<file path="src/rtl/mem_port_arbiter_pkg.sv">
// Shared types and constants for the I/D memory-port arbiter.
package mem_arb_pkg;

   typedef enum logic [1:0] {
      OWN_NONE = 2'd0,
      OWN_I    = 2'd1,
      OWN_D    = 2'd2
   } owner_e;

   localparam int unsigned STARVE_MAX_DEF = 4;
   localparam int unsigned STARVE_W       = $clog2(STARVE_MAX_DEF + 1);

endpackage

</file>
<file path="src/rtl/mem_port_arbiter_if.sv">
// Bundle of core-side request/response and memory-side signals around the arbiter.
interface mem_port_arbiter_if #(
   parameter int unsigned AW = 32,
   parameter int unsigned DW = 32
);
   logic              i_ireq;
   logic [AW-1:0]     i_iaddr;
   logic              o_igrant;
   logic              o_irvalid;
   logic [DW-1:0]     o_irdata;
   logic              i_dreq;
   logic              i_dwe;
   logic [AW-1:0]     i_daddr;
   logic [DW-1:0]     i_dwdata;
   logic [DW/8-1:0]   i_dbe;
   logic              o_dgrant;
   logic              o_drvalid;
   logic [DW-1:0]     o_drdata;
   logic              o_mreq;
   logic              o_mwe;
   logic [AW-1:0]     o_maddr;
   logic [DW-1:0]     o_mwdata;
   logic [DW/8-1:0]   o_mbe;
   logic [DW-1:0]     i_mrdata;

   modport slave (
      input  i_ireq, i_iaddr, i_dreq, i_dwe, i_daddr, i_dwdata, i_dbe, i_mrdata,
      output o_igrant, o_irvalid, o_irdata, o_dgrant, o_drvalid, o_drdata,
      output o_mreq, o_mwe, o_maddr, o_mwdata, o_mbe
   );

   modport master (
      output i_ireq, i_iaddr, i_dreq, i_dwe, i_daddr, i_dwdata, i_dbe, i_mrdata,
      input  o_igrant, o_irvalid, o_irdata, o_dgrant, o_drvalid, o_drdata,
      input  o_mreq, o_mwe, o_maddr, o_mwdata, o_mbe
   );
endinterface

</file>
<file path="src/rtl/mem_port_arbiter_starve_ctr.sv">
// Counts consecutive denied fetch cycles and forces a fetch grant once the limit is reached.
module arb_starve_ctr #(
   parameter int unsigned StarveMax = 4
) (
   input  logic clk,
   input  logic rst,
   input  logic ireq_i,
   input  logic igrant_i,
   output logic force_i_o
);
   localparam int unsigned CntW = $clog2(StarveMax + 1);

   logic [CntW-1:0] cnt_q, cnt_d;

   always_comb begin
      cnt_d = cnt_q;
      if (!ireq_i || igrant_i) begin
         cnt_d = '0;
      end else if (cnt_q != CntW'(StarveMax)) begin
         cnt_d = cnt_q + CntW'(1);
      end
   end

   always_ff @(posedge clk) begin
      if (rst) begin
         cnt_q <= '0;
      end else begin
         cnt_q <= cnt_d;
      end
   end

   assign force_i_o = ireq_i && (cnt_q == CntW'(StarveMax));
endmodule

</file>
<file path="src/rtl/mem_port_arbiter.sv">
// Single-port memory arbiter between fetch (I) and data (D) ports, D priority.
// Define ARB_STARVE_GUARD_EN to let a starved fetch request win after STARVE_MAX denials.
module mem_port_arbiter
   import mem_arb_pkg::*;
#(
   parameter int unsigned AW         = 32,
   parameter int unsigned DW         = 32,
   parameter int unsigned STARVE_MAX = STARVE_MAX_DEF
) (
   input logic              clk,
   input logic              rst,
   mem_port_arbiter_if.slave bus
);
   logic            force_i;
   logic            i_gnt, d_gnt;
   logic            mreq, mwe;
   logic [AW-1:0]   maddr;
   logic [DW-1:0]   mwdata;
   logic [DW/8-1:0] mbe;
   owner_e          owner_q, owner_d;

`ifdef ARB_STARVE_GUARD_EN
   arb_starve_ctr #(
      .StarveMax (STARVE_MAX)
   ) u_starve_ctr (
      .clk       (clk),
      .rst       (rst),
      .ireq_i    (bus.i_ireq),
      .igrant_i  (i_gnt),
      .force_i_o (force_i)
   );
`else
   logic unused_starve_max;
   assign unused_starve_max = ^STARVE_MAX;
   assign force_i           = 1'b0;
`endif

   always_comb begin
      i_gnt   = 1'b0;
      d_gnt   = 1'b0;
      mreq    = 1'b0;
      mwe     = 1'b0;
      maddr   = '0;
      mwdata  = '0;
      mbe     = '0;
      owner_d = OWN_NONE;
      if (!rst) begin
         if (bus.i_dreq && !force_i) begin
            d_gnt = 1'b1;
         end else if (bus.i_ireq) begin
            i_gnt = 1'b1;
         end
      end
      if (d_gnt) begin
         mreq   = 1'b1;
         mwe    = bus.i_dwe;
         maddr  = bus.i_daddr;
         mwdata = bus.i_dwdata;
         mbe    = bus.i_dbe;
         // Writes return nothing, so they leave no owner behind.
         if (!bus.i_dwe) owner_d = OWN_D;
      end else if (i_gnt) begin
         mreq    = 1'b1;
         maddr   = bus.i_iaddr;
         owner_d = OWN_I;
      end
   end

   always_ff @(posedge clk) begin
      if (rst) begin
         owner_q <= OWN_NONE;
      end else begin
         owner_q <= owner_d;
      end
   end

   assign bus.o_igrant  = i_gnt;
   assign bus.o_dgrant  = d_gnt;
   assign bus.o_mreq    = mreq;
   assign bus.o_mwe     = mwe;
   assign bus.o_maddr   = maddr;
   assign bus.o_mwdata  = mwdata;
   assign bus.o_mbe     = mbe;

   // Gate with rst so a read outstanding at reset never produces a strobe.
   assign bus.o_irvalid = !rst && (owner_q == OWN_I);
   assign bus.o_drvalid = !rst && (owner_q == OWN_D);
   assign bus.o_irdata  = bus.o_irvalid ? bus.i_mrdata : '0;
   assign bus.o_drdata  = bus.o_drvalid ? bus.i_mrdata : '0;
endmodule
</file>
<file path="src/flat_wrapper.sv">
// flat-port wrapper written by rule: the top's interface ports become plain ports
module mem_port_arbiter_flat import mem_arb_pkg::*;
#(
   parameter int unsigned AW         = 32,
   parameter int unsigned DW         = 32,
   parameter int unsigned STARVE_MAX = STARVE_MAX_DEF
)
  (clk, rst, bus_i_ireq, bus_i_iaddr, bus_i_dreq, bus_i_dwe, bus_i_daddr, bus_i_dwdata, bus_i_dbe, bus_i_mrdata, bus_o_igrant, bus_o_irvalid, bus_o_irdata, bus_o_dgrant, bus_o_drvalid, bus_o_drdata, bus_o_mreq, bus_o_mwe, bus_o_maddr, bus_o_mwdata, bus_o_mbe);
  mem_port_arbiter_if #(.AW(AW), .DW(DW)) bus_i ();
  input logic clk;
  input logic rst;
  input wire logic [$bits(bus_i.i_ireq)-1:0] bus_i_ireq;
  input wire logic [$bits(bus_i.i_iaddr)-1:0] bus_i_iaddr;
  input wire logic [$bits(bus_i.i_dreq)-1:0] bus_i_dreq;
  input wire logic [$bits(bus_i.i_dwe)-1:0] bus_i_dwe;
  input wire logic [$bits(bus_i.i_daddr)-1:0] bus_i_daddr;
  input wire logic [$bits(bus_i.i_dwdata)-1:0] bus_i_dwdata;
  input wire logic [$bits(bus_i.i_dbe)-1:0] bus_i_dbe;
  input wire logic [$bits(bus_i.i_mrdata)-1:0] bus_i_mrdata;
  output wire logic [$bits(bus_i.o_igrant)-1:0] bus_o_igrant;
  output wire logic [$bits(bus_i.o_irvalid)-1:0] bus_o_irvalid;
  output wire logic [$bits(bus_i.o_irdata)-1:0] bus_o_irdata;
  output wire logic [$bits(bus_i.o_dgrant)-1:0] bus_o_dgrant;
  output wire logic [$bits(bus_i.o_drvalid)-1:0] bus_o_drvalid;
  output wire logic [$bits(bus_i.o_drdata)-1:0] bus_o_drdata;
  output wire logic [$bits(bus_i.o_mreq)-1:0] bus_o_mreq;
  output wire logic [$bits(bus_i.o_mwe)-1:0] bus_o_mwe;
  output wire logic [$bits(bus_i.o_maddr)-1:0] bus_o_maddr;
  output wire logic [$bits(bus_i.o_mwdata)-1:0] bus_o_mwdata;
  output wire logic [$bits(bus_i.o_mbe)-1:0] bus_o_mbe;
  assign bus_i.i_ireq = bus_i_ireq;
  assign bus_i.i_iaddr = bus_i_iaddr;
  assign bus_i.i_dreq = bus_i_dreq;
  assign bus_i.i_dwe = bus_i_dwe;
  assign bus_i.i_daddr = bus_i_daddr;
  assign bus_i.i_dwdata = bus_i_dwdata;
  assign bus_i.i_dbe = bus_i_dbe;
  assign bus_i.i_mrdata = bus_i_mrdata;
  assign bus_o_igrant = bus_i.o_igrant;
  assign bus_o_irvalid = bus_i.o_irvalid;
  assign bus_o_irdata = bus_i.o_irdata;
  assign bus_o_dgrant = bus_i.o_dgrant;
  assign bus_o_drvalid = bus_i.o_drvalid;
  assign bus_o_drdata = bus_i.o_drdata;
  assign bus_o_mreq = bus_i.o_mreq;
  assign bus_o_mwe = bus_i.o_mwe;
  assign bus_o_maddr = bus_i.o_maddr;
  assign bus_o_mwdata = bus_i.o_mwdata;
  assign bus_o_mbe = bus_i.o_mbe;
  mem_port_arbiter #(.AW(AW), .DW(DW), .STARVE_MAX(STARVE_MAX)) u_core (.clk(clk), .rst(rst), .bus(bus_i));
endmodule
</file>
<file path="config.mk">
export PLATFORM = sky130hd
export DESIGN_NAME = mem_port_arbiter_flat
export DESIGN_NICKNAME = d
export VERILOG_FILES = /design/src/rtl/mem_port_arbiter_pkg.sv /design/src/rtl/mem_port_arbiter_if.sv /design/src/rtl/mem_port_arbiter_starve_ctr.sv /design/src/rtl/mem_port_arbiter.sv /design/src/flat_wrapper.sv
export SDC_FILE = /design/constraint.sdc
export NUM_CORES = 1
export LEC_CHECK = 0
export CAP_MARGIN = 10
export CORE_AREA = 3 3 106 108
export CTS_CLUSTER_SIZE = 28
export DETAILED_ROUTE_END_ITERATION = 8
export DIE_AREA = 0 0 109 111
export GPL_ROUTABILITY_DRIVEN = 0
export REMOVE_ABC_BUFFERS = 1
export SETUP_SLACK_MARGIN = 0.3
export SYNTH_ARGS = -nofsm -noshare
export SYNTH_HDL_FRONTEND = slang
export SYNTH_SLANG_ARGS = --single-unit
</file>
<file path="constraint.sdc">
create_clock -name clk -period 1.4 [get_ports clk]
set_input_delay 0.14 -clock clk [delete_from_list [all_inputs] [get_ports clk]]
set_output_delay 0.14 -clock clk [all_outputs]
set_load 0.01 [all_outputs]
</file>
Word-level counts from Yosys, hierarchy flattened --
Cells that the tools add are included.
Cells by class: eq/ne operators 2, mux-type cells 17, reduce and logical (&&, ||, !) cells 3
Operators by type and width (number):
- $mux 32 | 5
- $mux 1 | 9
- $mux 2 | 2
- $mux 4 | 1
- $eq 2x1->1 const B | 1
- $eq 2x2->1 const B | 1
- $logic_and 1x1->1 | 2
- $logic_not 1->1 | 1
Word-level totals: flip-flop bits (word level) 2, input bits 137, logic and storage cells 23

Longest topological paths before layout --
word-level depth 5, mapped depth 4

Worst setup path before layout --
Ideal clock, no wire load.
path type flip-flop to output port, start point register u_core.owner_q[1], end point output bus_o_drdata[10], data arrival time 0.983 ns, slack 0.277 ns, cell stages (with the launch flop) 4, path buffers 1, cells stage by stage dfxtp_1 > nor3b_2 > clkbuf_1 > and2_1
Between the ends: cells in the longest elaborated chain, start to end 3
RTL lines:
- from (decl) | line mem_port_arbiter.sv:20 | owner_e owner_q, owner_d;
- from (signal assigned) | line mem_port_arbiter.sv:73 | owner_q <= owner_d;
- $eq 2x2->1 | line mem_port_arbiter.sv:87 | assign bus.o_drvalid = !rst && (owner_q == OWN_D);
- $logic_and 1x1->1 | line mem_port_arbiter.sv:87
- $mux 32 | line mem_port_arbiter.sv:89 | assign bus.o_drdata = bus.o_drvalid ? bus.i_mrdata : '0;
- to (decl) | line flat_wrapper.sv:25 | output wire logic [$bits(bus_i.o_drdata)-1:0] bus_o_drdata;
Every way passes these cells.

Worst setup path in the final report --
start point register u_core.owner_q[1], end point output bus_o_drdata[16]
Same word-level chain as after synthesis.

==> results.py <==
metrics = {
    "timing": {
        "setup_violations": 64,
        "finalCriticalPeriod_ns": 1.47,
        "fmax_mhz": 682,
        "slew_viol_final": 0,
        "relSlewSlack": 0.839,
        "finalCritPeriodShare": 1.05,
        "max_slew.worst_pin.slew_ns": 0.238,
        "worst_slack_ns": -0.0660,
        "rsz0062_at_grt": "yes",
        "finalHoldViolations": 0,
        "final.setup.tns_ns": -2.77,
    },
    "worst_setup_path": {
        "crit_required_ns": 1.26,
        "crit_type": "flip-flop to output port",
        "crit_start": "u_core.owner_q[1]",
        "path_depth": 5,
        "worst-path-buf-inv": 3,
        "crit_end": "bus_o_drdata[16]",
        "critPathTopFamily": "buffers and inverters",
        "crit_path_end_kind": "output port",
        "start_kind": "flip-flop",
        "path_cells": "nor3b_4 > buf_6 > buf_16 > and2_4 > buf_6",
        "cp_common_cell": "buf_6",
        "slowest_stage": "dfxtp_4",
        "slowest_delay_ns": 0.36,
        "crit_fanout": 8,
        "cp.arrival_ns": 1.33,
    },
    "drt": {
        "remaining_drc_errors": 0,
        "num_vias": 2623,
        "wl_per_cell_um": 19.9,
        "drt_iter0_drc": 74,
        "via_per_inst": 4.20,
        "finalWirelength_um": 12400,
        "drtPass1Iterations": 4,
        "ant_nets": 0,
    },
    "power_and_ir_drop": {
        "cellPowerDensity_mw_per_mm2": 309,
        "total_power_mw": 1.71,
        "cellLeakagePower_nw": 2.62,
        "vdd_drop_max_mv": 0.148,
    },
    "global_route": {
        "grt_pass1_vias": 2758,
        "grt_pass1_wl_um": 17100,
        "grt_usage": 0.186,
        "gr-total-overflow": 0,
        "grt_max_degree": 19,
        "antenna_found_initial": 0,
    },
    "clock_network": {
        "cts_sinks": 2,
        "clockBufferDepth": 2,
        "cts_tree": "yes",
        "cts-buffers-inserted": 3,
        "clk_pin_slew_ns": 0.03,
        "h-tree-depth": 1,
        "root_buffer": "clkbuf_8",
    },
    "logic_synthesis": {
        "ys_warn_count": 0,
        "synth_seq_cells": 2,
        "yosys.area.top_type": "and2_1",
        "synthTopCellsByArea": "and2_1 55%, a32o_1 28%, buf_2 4.3%",
        "syn_area_sq_mm": 0.00115,
        "ys_seq_area_frac": 0.0347,
        "synth_flop_cell": "dfxtp_1",
        "synth_most_common_cell": "and2_1",
        "synth_cells": 165,
        "ys_async_sr_fraction": 0,
        "syn-mean-instance-area_sq_um": 7.00,
        "synth_edf_count": 0,
        "synth_top_area_frac": 0.547,
        "synthTopCellsByCount": "101 x and2_1, 32 x a32o_1, 11 x clkbuf_1",
        "ys_types": 10,
    },
    "layout": {
        "fin_util": 0.537,
        "area_growth_pct": 380,
        "fin_nets": 628,
        "regMostFlops": "u_core.owner_q",
        "antenna_cells": 0,
        "largest_reg_flops": 2,
        "reg_top3": "u_core.owner_q: 2 flops",
        "drive_gt1_frac": 0.665,
        "nFillCells": 927,
    },
    "flow_run": {
        "drv_cap": 0,
    },
    "die": {
        "core_sq_mm": 0.0103,
        "fp.dieH_um": 111,
        "start_util": 0.112,
        "io_pins": 275,
        "rows": 37,
        "die_area_sq_mm": 0.0121,
        "die_x_um": 109,
    },
    "run_status": {
        "status": "complete, but fails checks",
        "violations": "negative setup slack",
    },
    "placement": {
        "hpwl_um": 8170,
        "port-buffer-count": 274,
    },
    "hold_path": {
        "holdCritPathClass": "input port to flip-flop",
    },
}
worst min path at each step:
stage                     from                 to  slack (ns)  cells past startpoint
global route        bus_i_ireq  u_core.owner_q[0]        0.45                      3
floorplan            bus_i_dwe  u_core.owner_q[1]        0.21                      1
finish              bus_i_ireq  u_core.owner_q[0]        0.43                      3
global placement     bus_i_dwe  u_core.owner_q[1]        0.70                      2
CTS                 bus_i_ireq  u_core.owner_q[0]        0.41                      3
detailed placement   bus_i_dwe  u_core.owner_q[1]        0.70                      2
routing by layer:
layer / global-route usage / share of wire / up-vias
li1: - / - / 1237
met1: 0.198 / 0.34 / 1198
met2: 0.351 / 0.53 / 176
met3: 0.0530 / 0.11 / 12
met4: 0.0497 / 0.021 / 0
met5: 0 / 0 / -
repair_timing:
item	in CTS	in global routing
buffers inserted	35	8
gates cloned	18	1
gates resized for setup	753	117
hold buffers	0	0
pin swaps	51	48
setup endpoints to repair	140	137
power breakdown:
part,total (mW),internal [mW],switching (mW)
clock network,0.227,0.182,0.0456
logic,1.42,0.969,0.455
registers,0.0612,0.0578,0.00344
total,1.71,1.21,0.504
per-stage QoR:
stage                     std cells  setup slack [ns]  cell area [sq um]  hold slack [ns]
after CTS                       616           -0.0625               4970            0.405
after detailed placement        560            -0.762               4090            0.705
after floorplan                 144             -1.23               1060            0.212
after global placement          560            -0.752               4090            0.703
after global routing            625            -0.117               5550            0.448
final                           625           -0.0660               5550            0.427
cell type report:
cell class / instances / area [sq um] / area share
Multi-Input combinational cell: 142 / 1310 / 0.236
Clock buffer: 3 / 41.3 / 0.00744
Sequential cell: 2 / 47.5 / 0.00857
Tap cell: 136 / 170 / 0.0307
Timing Repair Buffer: 342 / 3980 / 0.717
cell families (layout without fill, tap and decap cells):
logic type	Yosys count	in the layout	synth area share
flops	2	2	0.0347
buf+inv	21	345	0.0791
compound gates	32	32	0.277
simple gates	110	110	0.609
tightest hold or removal path, cell delays in order:
cell	delay (ns)
buf_2	0.16
buf_16	0.16
and2_1	0.13
layout by cell type, fill, tap and decap left out:
| cell | instances |
|---|---|
| buf_16 | 18 |
| buf_6 | 140 |
| dlymetal6s2s_1 | 1 |
| nor4bb_1 | 1 |
| and2_1 | 13 |
| and2_4 | 88 |
| dfxtp_4 | 2 |
| buf_2 | 24 |
| nor4bb_4 | 1 |
| a32o_1 | 12 |
| clkdlybuf4s50_1 | 132 |
| clkbuf_16 | 1 |
| a32o_2 | 20 |
| buf_8 | 4 |
| nor2b_4 | 1 |
| nor2_1 | 2 |
| nor3b_4 | 2 |
| clkbuf_8 | 3 |
| dlygate4sd2_1 | 2 |
| nor2_4 | 1 |
| buf_4 | 4 |
| buf_12 | 16 |
| nor2b_1 | 1 |
(Power assumes the default switching activity.)
